[config.mk]
export PLATFORM = sky130hd
export DESIGN_NAME = motor_pwm_driver
export DESIGN_NICKNAME = d
export VERILOG_FILES = /design/src/rtl/motor_pwm_driver.sv
export SDC_FILE = /design/constraint.sdc
export NUM_CORES = 1
export LEC_CHECK = 0
export ABC_AREA = 0
export CAP_MARGIN = 30
export CORE_MARGIN = 4
export CORE_UTILIZATION = 60
export DETAILED_ROUTE_END_ITERATION = 8
export PLACE_DENSITY = 0.74
export REMOVE_ABC_BUFFERS = 1
export SLEW_MARGIN = 0
export SYNTH_ARGS = -nofsm -noshare
export SYNTH_HDL_FRONTEND = slang
export SYNTH_SLANG_ARGS = --single-unit
export TNS_END_PERCENT = 50
[constraint.sdc]
create_clock -name clk -period 13.3 [get_ports clk]
set_input_delay 2.66 -clock clk [delete_from_list [all_inputs] [get_ports clk]]
set_output_delay 2.66 -clock clk [all_outputs]
set_load 0.005 [all_outputs]
[src/rtl/motor_pwm_driver.sv]
`default_nettype none
// +----------------------------------------------------------------------------+
// | Module   : motor_pwm_driver                                                |
// | Brief    : Mixes a signed PID correction with a base speed into left/right |
// |            motor duties. Each duty is clamped, slew-limited and passes     |
// |            through a dead-time interval before a direction reversal.       |
// |            Drives the H-bridge PWM and direction pins.                     |
// | Revision : 1.0 - initial release                                           |
// +----------------------------------------------------------------------------+
module motor_pwm_driver #(
    parameter int PWM_BITS     = 10,
    parameter int BASE_SPEED   = 600,
    parameter int SLEW_STEP    = 64,
    parameter int DEAD_PERIODS = 2
) (
    input  logic               clk,
    input  logic               rst,
    input  logic               enable,
    input  logic signed [12:0] pid_output,
    output logic               left_pwm,
    output logic               left_dir,
    output logic               right_pwm,
    output logic               right_dir,
    output logic               period_tick,
    output logic               saturated
);

    localparam int c_DW = (DEAD_PERIODS < 2) ? 1 : $clog2(DEAD_PERIODS + 1);

    localparam logic [PWM_BITS-1:0]  c_CNT_MAX   = '1;
    localparam logic [PWM_BITS-1:0]  c_CNT_ONE   = PWM_BITS'(1);
    localparam logic [PWM_BITS:0]    c_STEP      = (PWM_BITS + 1)'(SLEW_STEP);
    localparam logic signed [14:0]   c_BASE      = 15'(BASE_SPEED);
    localparam logic signed [14:0]   c_LIM       = 15'((1 << PWM_BITS) - 1);
    localparam logic [c_DW-1:0]      c_DEAD_INIT = c_DW'(DEAD_PERIODS);
    localparam logic [c_DW-1:0]      c_DEAD_ONE  = c_DW'(1);

    localparam logic [0:0] c_ST_RUN  = 1'b0;
    localparam logic [0:0] c_ST_DEAD = 1'b1;

    // Move cur toward goal by at most one slew step, landing exactly on goal.
    function automatic logic [PWM_BITS-1:0] f_toward(input logic [PWM_BITS-1:0] cur,
                                                     input logic [PWM_BITS-1:0] goal);
        logic [PWM_BITS:0] diff;
        if (cur < goal) begin
            diff = {1'b0, goal} - {1'b0, cur};
            return (diff > c_STEP) ? PWM_BITS'({1'b0, cur} + c_STEP) : goal;
        end else begin
            diff = {1'b0, cur} - {1'b0, goal};
            return (diff > c_STEP) ? PWM_BITS'({1'b0, cur} - c_STEP) : goal;
        end
    endfunction

    logic [PWM_BITS-1:0] r_cnt;
    logic [PWM_BITS-1:0] w_cnt_next;
    logic                w_wrap;
    logic                r_tick;
    logic                r_sat;

    assign w_wrap     = (r_cnt == c_CNT_MAX);
    assign w_cnt_next = r_cnt + c_CNT_ONE;

    // Free-running period counter; the tick marks cnt==0 after each wrap.
    always_ff @(posedge clk or posedge rst) begin
        if (rst) begin
            r_cnt  <= '0;
            r_tick <= 1'b0;
        end else begin
            r_cnt  <= w_cnt_next;
            r_tick <= w_wrap;
        end
    end

    // Differential mix; 15 bits holds BASE +/- the full 13-bit correction.
    logic signed [14:0] w_pid_ext;
    logic signed [14:0] w_mix [2];

    assign w_pid_ext = {{2{pid_output[12]}}, pid_output};
    assign w_mix[0]  = enable ? (c_BASE + w_pid_ext) : '0;
    assign w_mix[1]  = enable ? (c_BASE - w_pid_ext) : '0;

    logic [1:0] w_clip_all;
    logic [1:0] w_pwm_all;
    logic [1:0] w_dir_all;

    // Index 0 is the left motor, index 1 the right motor.
    for (genvar i = 0; i < 2; i++) begin : g_motor
        logic [0:0]          r_state, w_state_next;
        logic [PWM_BITS-1:0] r_mag, w_mag_next;
        logic                r_dir, w_dir_next;
        logic [c_DW-1:0]     r_dead, w_dead_next;
        logic                r_pwm, w_pwm_d;
        logic signed [14:0]  w_tgt;
        logic                w_clip;
        logic                w_neg;
        logic                w_pos;
        logic                w_opp;
        logic                w_opp_after_flip;
        logic [PWM_BITS-1:0] w_abs;

        // Clamp the mixed target symmetrically to the largest duty.
        always_comb begin
            w_tgt  = w_mix[i];
            w_clip = 1'b0;
            if (w_mix[i] > c_LIM) begin
                w_tgt  = c_LIM;
                w_clip = 1'b1;
            end else if (w_mix[i] < -c_LIM) begin
                w_tgt  = -c_LIM;
                w_clip = 1'b1;
            end
        end

        assign w_neg = w_tgt[14];
        assign w_pos = !w_tgt[14] && (w_tgt != '0);
        assign w_abs = PWM_BITS'(w_neg ? -w_tgt : w_tgt);
        // A zero target never opposes the current direction.
        assign w_opp            = (w_neg && r_dir) || (w_pos && !r_dir);
        assign w_opp_after_flip = (w_neg && !r_dir) || (w_pos && r_dir);

        // State register: FSM, duty magnitude, direction, dead counter, PWM flop.
        always_ff @(posedge clk or posedge rst) begin
            if (rst) begin
                r_state <= c_ST_RUN;
                r_mag   <= '0;
                r_dir   <= 1'b1;
                r_dead  <= '0;
                r_pwm   <= 1'b0;
            end else begin
                r_state <= w_state_next;
                r_mag   <= w_mag_next;
                r_dir   <= w_dir_next;
                r_dead  <= w_dead_next;
                r_pwm   <= w_pwm_d;
            end
        end

        // Next-state logic, evaluated only at the sample edge.
        always_comb begin
            w_state_next = r_state;
            w_mag_next   = r_mag;
            w_dir_next   = r_dir;
            w_dead_next  = r_dead;
            if (w_wrap) begin
                case (r_state)
                    c_ST_RUN: begin
                        if (!w_opp) begin
                            w_mag_next = f_toward(r_mag, w_abs);
                        end else if (r_mag != '0) begin
                            w_mag_next = f_toward(r_mag, '0);
                        end else if (DEAD_PERIODS > 0) begin
                            w_state_next = c_ST_DEAD;
                            w_dead_next  = c_DEAD_INIT;
                        end else begin
                            w_dir_next = ~r_dir;
                            w_mag_next = f_toward('0, w_abs);
                        end
                    end
                    c_ST_DEAD: begin
                        w_dead_next = r_dead - c_DEAD_ONE;
                        if (r_dead == c_DEAD_ONE) begin
                            // The flip always completes; if the sign has swung back
                            // the motor simply restarts from zero duty.
                            w_state_next = c_ST_RUN;
                            w_dir_next   = ~r_dir;
                            w_mag_next   = w_opp_after_flip ? '0 : f_toward('0, w_abs);
                        end
                    end
                    default: begin
                        w_state_next = c_ST_RUN;
                        w_mag_next   = '0;
                    end
                endcase
            end
        end

        // Output logic: PWM high while the upcoming count is below the upcoming duty.
        always_comb begin
            w_pwm_d = (w_cnt_next < w_mag_next);
        end

        assign w_clip_all[i] = w_clip;
        assign w_pwm_all[i]  = r_pwm;
        assign w_dir_all[i]  = r_dir;
    end

    // Saturation flag reflects the most recent sample only.
    always_ff @(posedge clk or posedge rst) begin
        if (rst) begin
            r_sat <= 1'b0;
        end else if (w_wrap) begin
            r_sat <= |w_clip_all;
        end
    end

    assign left_pwm    = w_pwm_all[0];
    assign right_pwm   = w_pwm_all[1];
    assign left_dir    = w_dir_all[0];
    assign right_dir   = w_dir_all[1];
    assign period_tick = r_tick;
    assign saturated   = r_sat;

endmodule
`default_nettype wire

==> flow_results.xml, run 1 <==
<?xml version="1.0" encoding="UTF-8"?>
<metrics>
  <group name="run_status">
    <metric name="status" unit="">finished clean</metric>
  </group>
  <group name="synth">
    <metric name="synthesis.instances" unit="">962</metric>
    <metric name="async_flop_share" unit="%">100</metric>
    <metric name="ys_top_cells_by_area" unit="">dfrtp_1 14%, ha_1 13%, a21oi_1 4.3%</metric>
    <metric name="synth.ff_latch_count" unit="">42</metric>
    <metric name="yosysTopAreaCell" unit="">dfrtp_1</metric>
    <metric name="postSynthAreaPerCell" unit="µm²">7.53</metric>
    <metric name="syn_area" unit="µm²">7250</metric>
    <metric name="part_of_the_yosys_area_used_for_sequential_elements" unit="%">14.5</metric>
    <metric name="synth_edf_count" unit="">0</metric>
    <metric name="yosys_warnings" unit="">0</metric>
    <metric name="synth_top_area_share" unit="%">13.8</metric>
    <metric name="synthFlopType" unit="">dfrtp_1</metric>
    <metric name="post_synth_num_cell_types" unit="">102</metric>
  </group>
  <group name="timing">
    <metric name="timing_worst_slew_pin_value" unit="ns">0.901</metric>
    <metric name="grt_setup_unrepaired" unit="">no</metric>
    <metric name="timing_max_transition_violations_final" unit="">0</metric>
    <metric name="fmax" unit="GHz">0.0816</metric>
    <metric name="skew" unit="ns">0.00779</metric>
    <metric name="finalHoldViolCount" unit="">0</metric>
    <metric name="worst_slack" unit="ns">1.04</metric>
    <metric name="timing.final.setup_violations" unit="">0</metric>
    <metric name="layout_worst_path_cycle_share" unit="%">92.2</metric>
    <metric name="maxSlewHeadroom" unit="%">39.2</metric>
    <metric name="final_setup_tns" unit="ns">0</metric>
    <metric name="final_period_minus_worst_setup_slack" unit="ns">12.26</metric>
  </group>
  <group name="floorplan">
    <metric name="die_width" unit="µm">118</metric>
    <metric name="floorplan.die_area" unit="µm²">13900</metric>
    <metric name="total_number_of_placement_rows" unit="">39</metric>
    <metric name="boundaryPins" unit="">22</metric>
    <metric name="core_area" unit="µm²">11600</metric>
    <metric name="dieHeight" unit="µm">118</metric>
    <metric name="start_util" unit="%">62.4</metric>
  </group>
  <group name="clock_tree">
    <metric name="post_cts_buffers" unit="">0</metric>
    <metric name="clk_path_buf_depth" unit="">2</metric>
    <metric name="clock_sink_count" unit="">42</metric>
    <metric name="post_cts_resized" unit="">0</metric>
    <metric name="cts_root_buf" unit="">clkbuf_16</metric>
    <metric name="cts_htree_levels" unit="">2</metric>
    <metric name="worst_skew_pair.late_latency" unit="ns">0.30</metric>
    <metric name="holdBufCountCts" unit="">0</metric>
    <metric name="path_clk_slew" unit="ns">0.07</metric>
    <metric name="tritoncts.num_buffers" unit="">5</metric>
    <metric name="clock_tree_from_tritoncts" unit="">yes</metric>
  </group>
  <group name="worst_setup_path">
    <metric name="worst-path-buf-inv" unit="">5</metric>
    <metric name="worst-setup-path-type" unit="">in2reg</metric>
    <metric name="worst-endpoint-arrival" unit="ns">12.49</metric>
    <metric name="worst_ep_required_time" unit="ns">13.53</metric>
    <metric name="critical_path.endpoint_type" unit="">flop</metric>
    <metric name="setup.worst_path.start" unit="">pid_output[3]</metric>
    <metric name="timing.critical_path.mode_cell" unit="">a21o_1</metric>
    <metric name="startpoint_of_the_worst_slack_reg_to_reg_timing_path" unit="">g_motor[0].r_mag[0]</metric>
    <metric name="worstSetupStartpointType" unit="">input pin</metric>
    <metric name="rrSetupSlack" unit="ns">7.50</metric>
    <metric name="worst_path_dominant_cell_family" unit="">compound AO/OA/AOI/OAI gates</metric>
    <metric name="critical_path_peak_fanout" unit="">16</metric>
    <metric name="cp_peak_stage_delay" unit="ns">0.70</metric>
    <metric name="crit_path_top_delay_cell" unit="">a311oi_1</metric>
  </group>
  <group name="worst_hold_path">
    <metric name="worstHoldPathType" unit="">reg2reg</metric>
    <metric name="startpoint_of_the_most_critical_hold_path" unit="">g_motor[0].r_dead[0]</metric>
  </group>
  <group name="grt">
    <metric name="globalRouteOverflowTotal" unit="">0</metric>
    <metric name="first_pass_grt_wire_length" unit="µm">35100</metric>
    <metric name="grt_util_all_layers" unit="%">29.8</metric>
    <metric name="vias_in_the_first_global_route" unit="">6978</metric>
    <metric name="use_met3" unit="%">3.36</metric>
    <metric name="use_met1" unit="%">41.1</metric>
    <metric name="global_route.peak_usage_layer" unit="">met2</metric>
    <metric name="grt_start_max_net_pins" unit="">43</metric>
    <metric name="global_route.usage.met2" unit="%">50.1</metric>
    <metric name="grt_antenna_before_repair" unit="">0</metric>
  </group>
  <group name="routing">
    <metric name="drcViolationCount" unit="">0</metric>
    <metric name="postRouteWirelength" unit="µm">21500</metric>
    <metric name="initialDrtViolationCount" unit="">809</metric>
    <metric name="detail_route.first_pass.iterations" unit="">6</metric>
    <metric name="wl_per_cell" unit="µm">19.6</metric>
    <metric name="vias" unit="">7685</metric>
    <metric name="vias_per_cell" unit="">7.02</metric>
    <metric name="postRouteAntennaNets" unit="">0</metric>
  </group>
  <group name="placed_design">
    <metric name="placed_cell_areas" unit="µm²">7490</metric>
    <metric name="post-dp-hpwl" unit="µm">16500</metric>
    <metric name="port-buffer-count" unit="">21</metric>
    <metric name="pre_cts_slack" unit="ns">0.917</metric>
    <metric name="globalplace.congestion" unit="">1.03</metric>
    <metric name="dpl.cell_count" unit="">1087</metric>
  </group>
  <group name="layout">
    <metric name="fin_cells" unit="">1095</metric>
    <metric name="fin_area" unit="µm²">7660</metric>
    <metric name="drive_above_1_share" unit="%">5.67</metric>
    <metric name="filler_instances" unit="">991</metric>
    <metric name="layout.nets" unit="">1044</metric>
    <metric name="multiInputGateArea" unit="µm²">5680</metric>
    <metric name="most_frequent_cells_in_the_layout" unit="">76 x inv_1, 75 x ha_1, 68 x nand2_1</metric>
    <metric name="insertedDiodeCount" unit="">0</metric>
    <metric name="area.growth.synth_to_final" unit="%">5.77</metric>
    <metric name="layout_commonest_cell" unit="">inv_1</metric>
    <metric name="area.sequential" unit="µm²">1050</metric>
  </group>
  <group name="pwr">
    <metric name="cellLeakagePower" unit="nW">3.18</metric>
    <metric name="pwr_density_cell" unit="nW/µm²">78.3</metric>
    <metric name="vdd_drop_max" unit="mV">0.0618</metric>
  </group>
  <group name="flow_run">
    <metric name="timing.max_cap.violations" unit="">0</metric>
  </group>
</metrics>
routing by layer:
metal	share of wire (%)	up-vias
met3	6.3	52
met4	2.2	0
met1	44	3692
li1	-	3612
met5	0	-
met2	47	329
area by class of cell:
type	count	share of cell area, %
Clock inverter	3	0.637
Inverter	80	3.92
Timing Repair Buffer	30	3.59
Tap cell	143	2.33
Multi-Input combinational cell	792	74.1
Clock buffer	5	1.63
Sequential cell	42	13.7
synthesized netlist by cell type (14+ instances only):
cell and n:
ha_1 75, a21o_1 23, xnor2_1 23, dfrtp_1 40
nand2_1 68, nor2b_1 17, nand3_1 38, clkbuf_1 31
nand2b_1 26, inv_1 77, o21ai_0 52, and3_1 14
a31oi_1 17, nor3_1 26, nor2_1 59, a21oi_1 62
metrics by stage:
stage	power [W]	util (%)	hold WS (ns)
after floorplan	0.000368	-	0.461
final	0.000600	66.0	0.514
after detailed placement	0.000444	64.5	0.499
after CTS	0.000593	66.0	0.512
after global routing	0.000637	66.0	0.534
after global placement	0.000437	64.5	0.488
path summary, 6_finish.rpt:
kind / end / cells past startpoint
worst max-delay path: left_pwm / 37
worst min-delay path: g_motor[0].r_dead[0] / 1
worst max register to register: left_pwm / 24
worst min register to register: g_motor[0].r_dead[0] / 1
max in group asynchronous: g_motor[1].r_mag[5] / 3
min in group asynchronous: r_cnt[3] / 3
state kept, by name (all words and copies together) (netlist names):
| signal | flops |
|---|---|
| right_pwm | 1 |
| saturated | 1 |
| left_pwm | 1 |
| g_motor.r_dead | 4 |
| g_motor.r_state | 2 |
| r_cnt | 10 |
| period_tick | 1 |
| left_dir | 1 |
| right_dir | 1 |
| g_motor.r_mag | 20 |
kinds of logic (layout without fill, tap and decap cells):
family,after synthesis,after routing,share of synthesized area [%]
fa+ha+maj,77,77,13.5
flops,42,42,14.5
xor+xnor,35,35,4.23
compound gates,335,335,34.2
mux,11,11,1.74
buf+inv,128,118,7.04
simple gates,334,334,24.7
where the power goes:
group,switching [W],internal [W]
sequential,0.00000356,0.000129
combinational,0.000196,0.000122
clock,0.0000584,0.0000900
total,0.000258,0.000342
(Power assumes the default switching activity.)
==> inputs of run 2 (changes only) <==
Settings changed: ABC_CLOCK_PERIOD_IN_PS from default to 13300, CORE_MARGIN 4 to default, SETUP_SLACK_MARGIN from default to 0.15.
==> flow_results.xml, run 2 (synthesis results as in run 1) <==
<?xml version="1.0" encoding="UTF-8"?>
<metrics>
  <group name="routing">
    <metric name="vias_per_cell" unit="">7.01</metric>
    <metric name="postRouteAntennaNets" unit="">0</metric>
    <metric name="drcViolationCount" unit="">1</metric>
    <metric name="vias" unit="">7678</metric>
    <metric name="wl_per_cell" unit="µm">19.4</metric>
    <metric name="detail_route.first_pass.iterations" unit="">8</metric>
    <metric name="initialDrtViolationCount" unit="">706</metric>
    <metric name="postRouteWirelength" unit="µm">21200</metric>
  </group>
  <group name="floorplan">
    <metric name="dieHeight" unit="µm">112</metric>
    <metric name="die_width" unit="µm">112</metric>
    <metric name="total_number_of_placement_rows" unit="">39</metric>
    <metric name="floorplan.die_area" unit="µm²">12500</metric>
    <metric name="boundaryPins" unit="">22</metric>
    <metric name="core_area" unit="µm²">11600</metric>
    <metric name="start_util" unit="%">62.4</metric>
  </group>
  <group name="timing">
    <metric name="timing_worst_slew_pin_value" unit="ns">0.871</metric>
    <metric name="layout_worst_path_cycle_share" unit="%">93.1</metric>
    <metric name="timing_max_transition_violations_final" unit="">0</metric>
    <metric name="maxSlewHeadroom" unit="%">41.5</metric>
    <metric name="grt_setup_unrepaired" unit="">no</metric>
    <metric name="finalHoldViolCount" unit="">0</metric>
    <metric name="final_period_minus_worst_setup_slack" unit="ns">12.39</metric>
    <metric name="final_setup_tns" unit="ns">0</metric>
    <metric name="whs" unit="ns">0.500</metric>
    <metric name="timing.final.setup_violations" unit="">0</metric>
    <metric name="fmax" unit="GHz">0.0807</metric>
    <metric name="skew" unit="ns">0.00966</metric>
  </group>
  <group name="worst_hold_path">
    <metric name="worstHoldPathType" unit="">reg2reg</metric>
  </group>
  <group name="worst_setup_path">
    <metric name="timing.critical_path.mode_cell" unit="">a21o_1</metric>
    <metric name="worst_ep_required_time" unit="ns">13.53</metric>
    <metric name="crit_path_top_delay_cell" unit="">clkdlybuf4s50_1</metric>
    <metric name="cp_peak_stage_delay" unit="ns">0.70</metric>
    <metric name="critical_path.endpoint_type" unit="">flop</metric>
    <metric name="worst-endpoint-arrival" unit="ns">12.61</metric>
    <metric name="worstSetupStartpointType" unit="">input pin</metric>
    <metric name="critical_path_peak_fanout" unit="">10</metric>
    <metric name="worst-setup-path-type" unit="">in2reg</metric>
  </group>
  <group name="placed_design">
    <metric name="post-dp-hpwl" unit="µm">16600</metric>
    <metric name="port-buffer-count" unit="">21</metric>
    <metric name="globalplace.congestion" unit="">1.01</metric>
  </group>
  <group name="layout">
    <metric name="register_with_the_most_flip_flops" unit="">g_motor.r_mag</metric>
    <metric name="most_frequent_cells_in_the_layout" unit="">76 x inv_1, 75 x ha_1, 68 x nand2_1</metric>
    <metric name="area.growth.synth_to_final" unit="%">5.58</metric>
    <metric name="layout.nets" unit="">1045</metric>
    <metric name="drive_above_1_share" unit="%">5.77</metric>
    <metric name="layout_commonest_cell" unit="">inv_1</metric>
    <metric name="insertedDiodeCount" unit="">0</metric>
    <metric name="filler_instances" unit="">1027</metric>
    <metric name="largest_register_ff_count" unit="">20</metric>
    <metric name="reg_top3" unit="">g_motor.r_mag x20, r_cnt x10, g_motor.r_dead x4</metric>
  </group>
  <group name="pwr">
    <metric name="pwr_density_cell" unit="nW/µm²">75.1</metric>
    <metric name="vdd_drop_max" unit="mV">0.0612</metric>
    <metric name="power" unit="W">0.000575</metric>
    <metric name="cellLeakagePower" unit="nW">3.18</metric>
  </group>
  <group name="run_status">
    <metric name="status" unit="">complete, but fails checks</metric>
    <metric name="failing_checks" unit="">DRC</metric>
  </group>
  <group name="grt">
    <metric name="globalRouteOverflowTotal" unit="">0</metric>
    <metric name="grt_antenna_before_repair" unit="">0</metric>
    <metric name="first_pass_grt_wire_length" unit="µm">35200</metric>
    <metric name="grt_start_max_net_pins" unit="">43</metric>
    <metric name="vias_in_the_first_global_route" unit="">7117</metric>
    <metric name="grt_util_all_layers" unit="%">34.1</metric>
  </group>
  <group name="clock_tree">
    <metric name="worst_skew_pair.late_latency" unit="ns">0.29</metric>
    <metric name="post_cts_resized" unit="">0</metric>
    <metric name="clock_tree_from_tritoncts" unit="">yes</metric>
    <metric name="tritoncts.num_buffers" unit="">5</metric>
    <metric name="cts_htree_levels" unit="">2</metric>
    <metric name="post_cts_buffers" unit="">0</metric>
    <metric name="clk_path_buf_depth" unit="">2</metric>
    <metric name="holdBufCountCts" unit="">0</metric>
    <metric name="clock_sink_count" unit="">42</metric>
    <metric name="cts_root_buf" unit="">clkbuf_16</metric>
    <metric name="path_clk_slew" unit="ns">0.06</metric>
  </group>
  <group name="flow_run">
    <metric name="timing.max_cap.violations" unit="">0</metric>
  </group>
</metrics>
## run 2: cell count changes in the layout (fill, tap and decap cells not counted)
cell / before / now
buf_4: 8 / 10
buf_2: 1 / 0
bufinv_16: 1 / 0
clkinv_4: 0 / 1
inv_6: 0 / 1
inv_8: 1 / 0
## run 2: where the power goes
part | switching [W] | leakage [nW] | internal (W)
clock network | 0.0000550 | 0.0704 | 0.0000706
logic | 0.000193 | 2.62 | 0.000122
registers | 0.00000421 | 0.489 | 0.000129
total | 0.000252 | 3.18 | 0.000322
## run 2: cell type report
cell class,count,area (µm²),area share (%)
multi-input combinational,792,5680,74.3
sequential,42,1050,13.8
inverter,80,300,3.92
timing repair buffer,31,285,3.73
tap,143,179,2.34
clock buffer,5,125,1.64
clock inverter,3,25.0,0.327
## run 2: critical path, delay by kind of cell
kind | cells | cell delay [ns]
compound gates | 20 | 4.77
fa+ha+maj | 5 | 1.88
simple gates | 7 | 1.74
buf+inv | 5 | 1.53
## run 2: path summary, 6_finish.rpt
kind	start	slack (ns)	end	cells after the start
setup / recovery	pid_output[3]	0.91	left_pwm	37
hold / removal	g_motor[1].r_dead[0]	0.50	g_motor[1].r_dead[0]	1
setup reg to reg	g_motor[0].r_mag[0]	7.55	left_pwm	24
hold reg to reg	g_motor[1].r_dead[0]	0.50	g_motor[1].r_dead[0]	1
max in group asynchronous	rst	10.10	left_dir	3
min in group asynchronous	rst	2.81	g_motor[1].r_mag[3]	3
## run 2: per-stage QoR
step / cells / setup WS, ns / area [µm²] / utilization [%]
2_1_floorplan: 914 / 2.74 / 7040 / -
3_5_place_dp: 1088 / 0.727 / 7500 / 64.6
3_3_place_gp: 1087 / 0.852 / 7490 / 64.5
5_1_grt: 1096 / 0.503 / 7650 / 65.9
4_1_cts: 1096 / 1.02 / 7650 / 65.9
6_report: 1096 / 0.915 / 7650 / 65.9
## run 2: routing by layer
metal / GRT usage (%) / wire length [µm] / up-vias
met5: 0 / 0 / -
met4: 8.83 / 447 / 0
met3: 4.52 / 1570 / 35
met2: 56.8 / 9840 / 377
met1: 46.5 / 9370 / 3654
li1: - / - / 3612
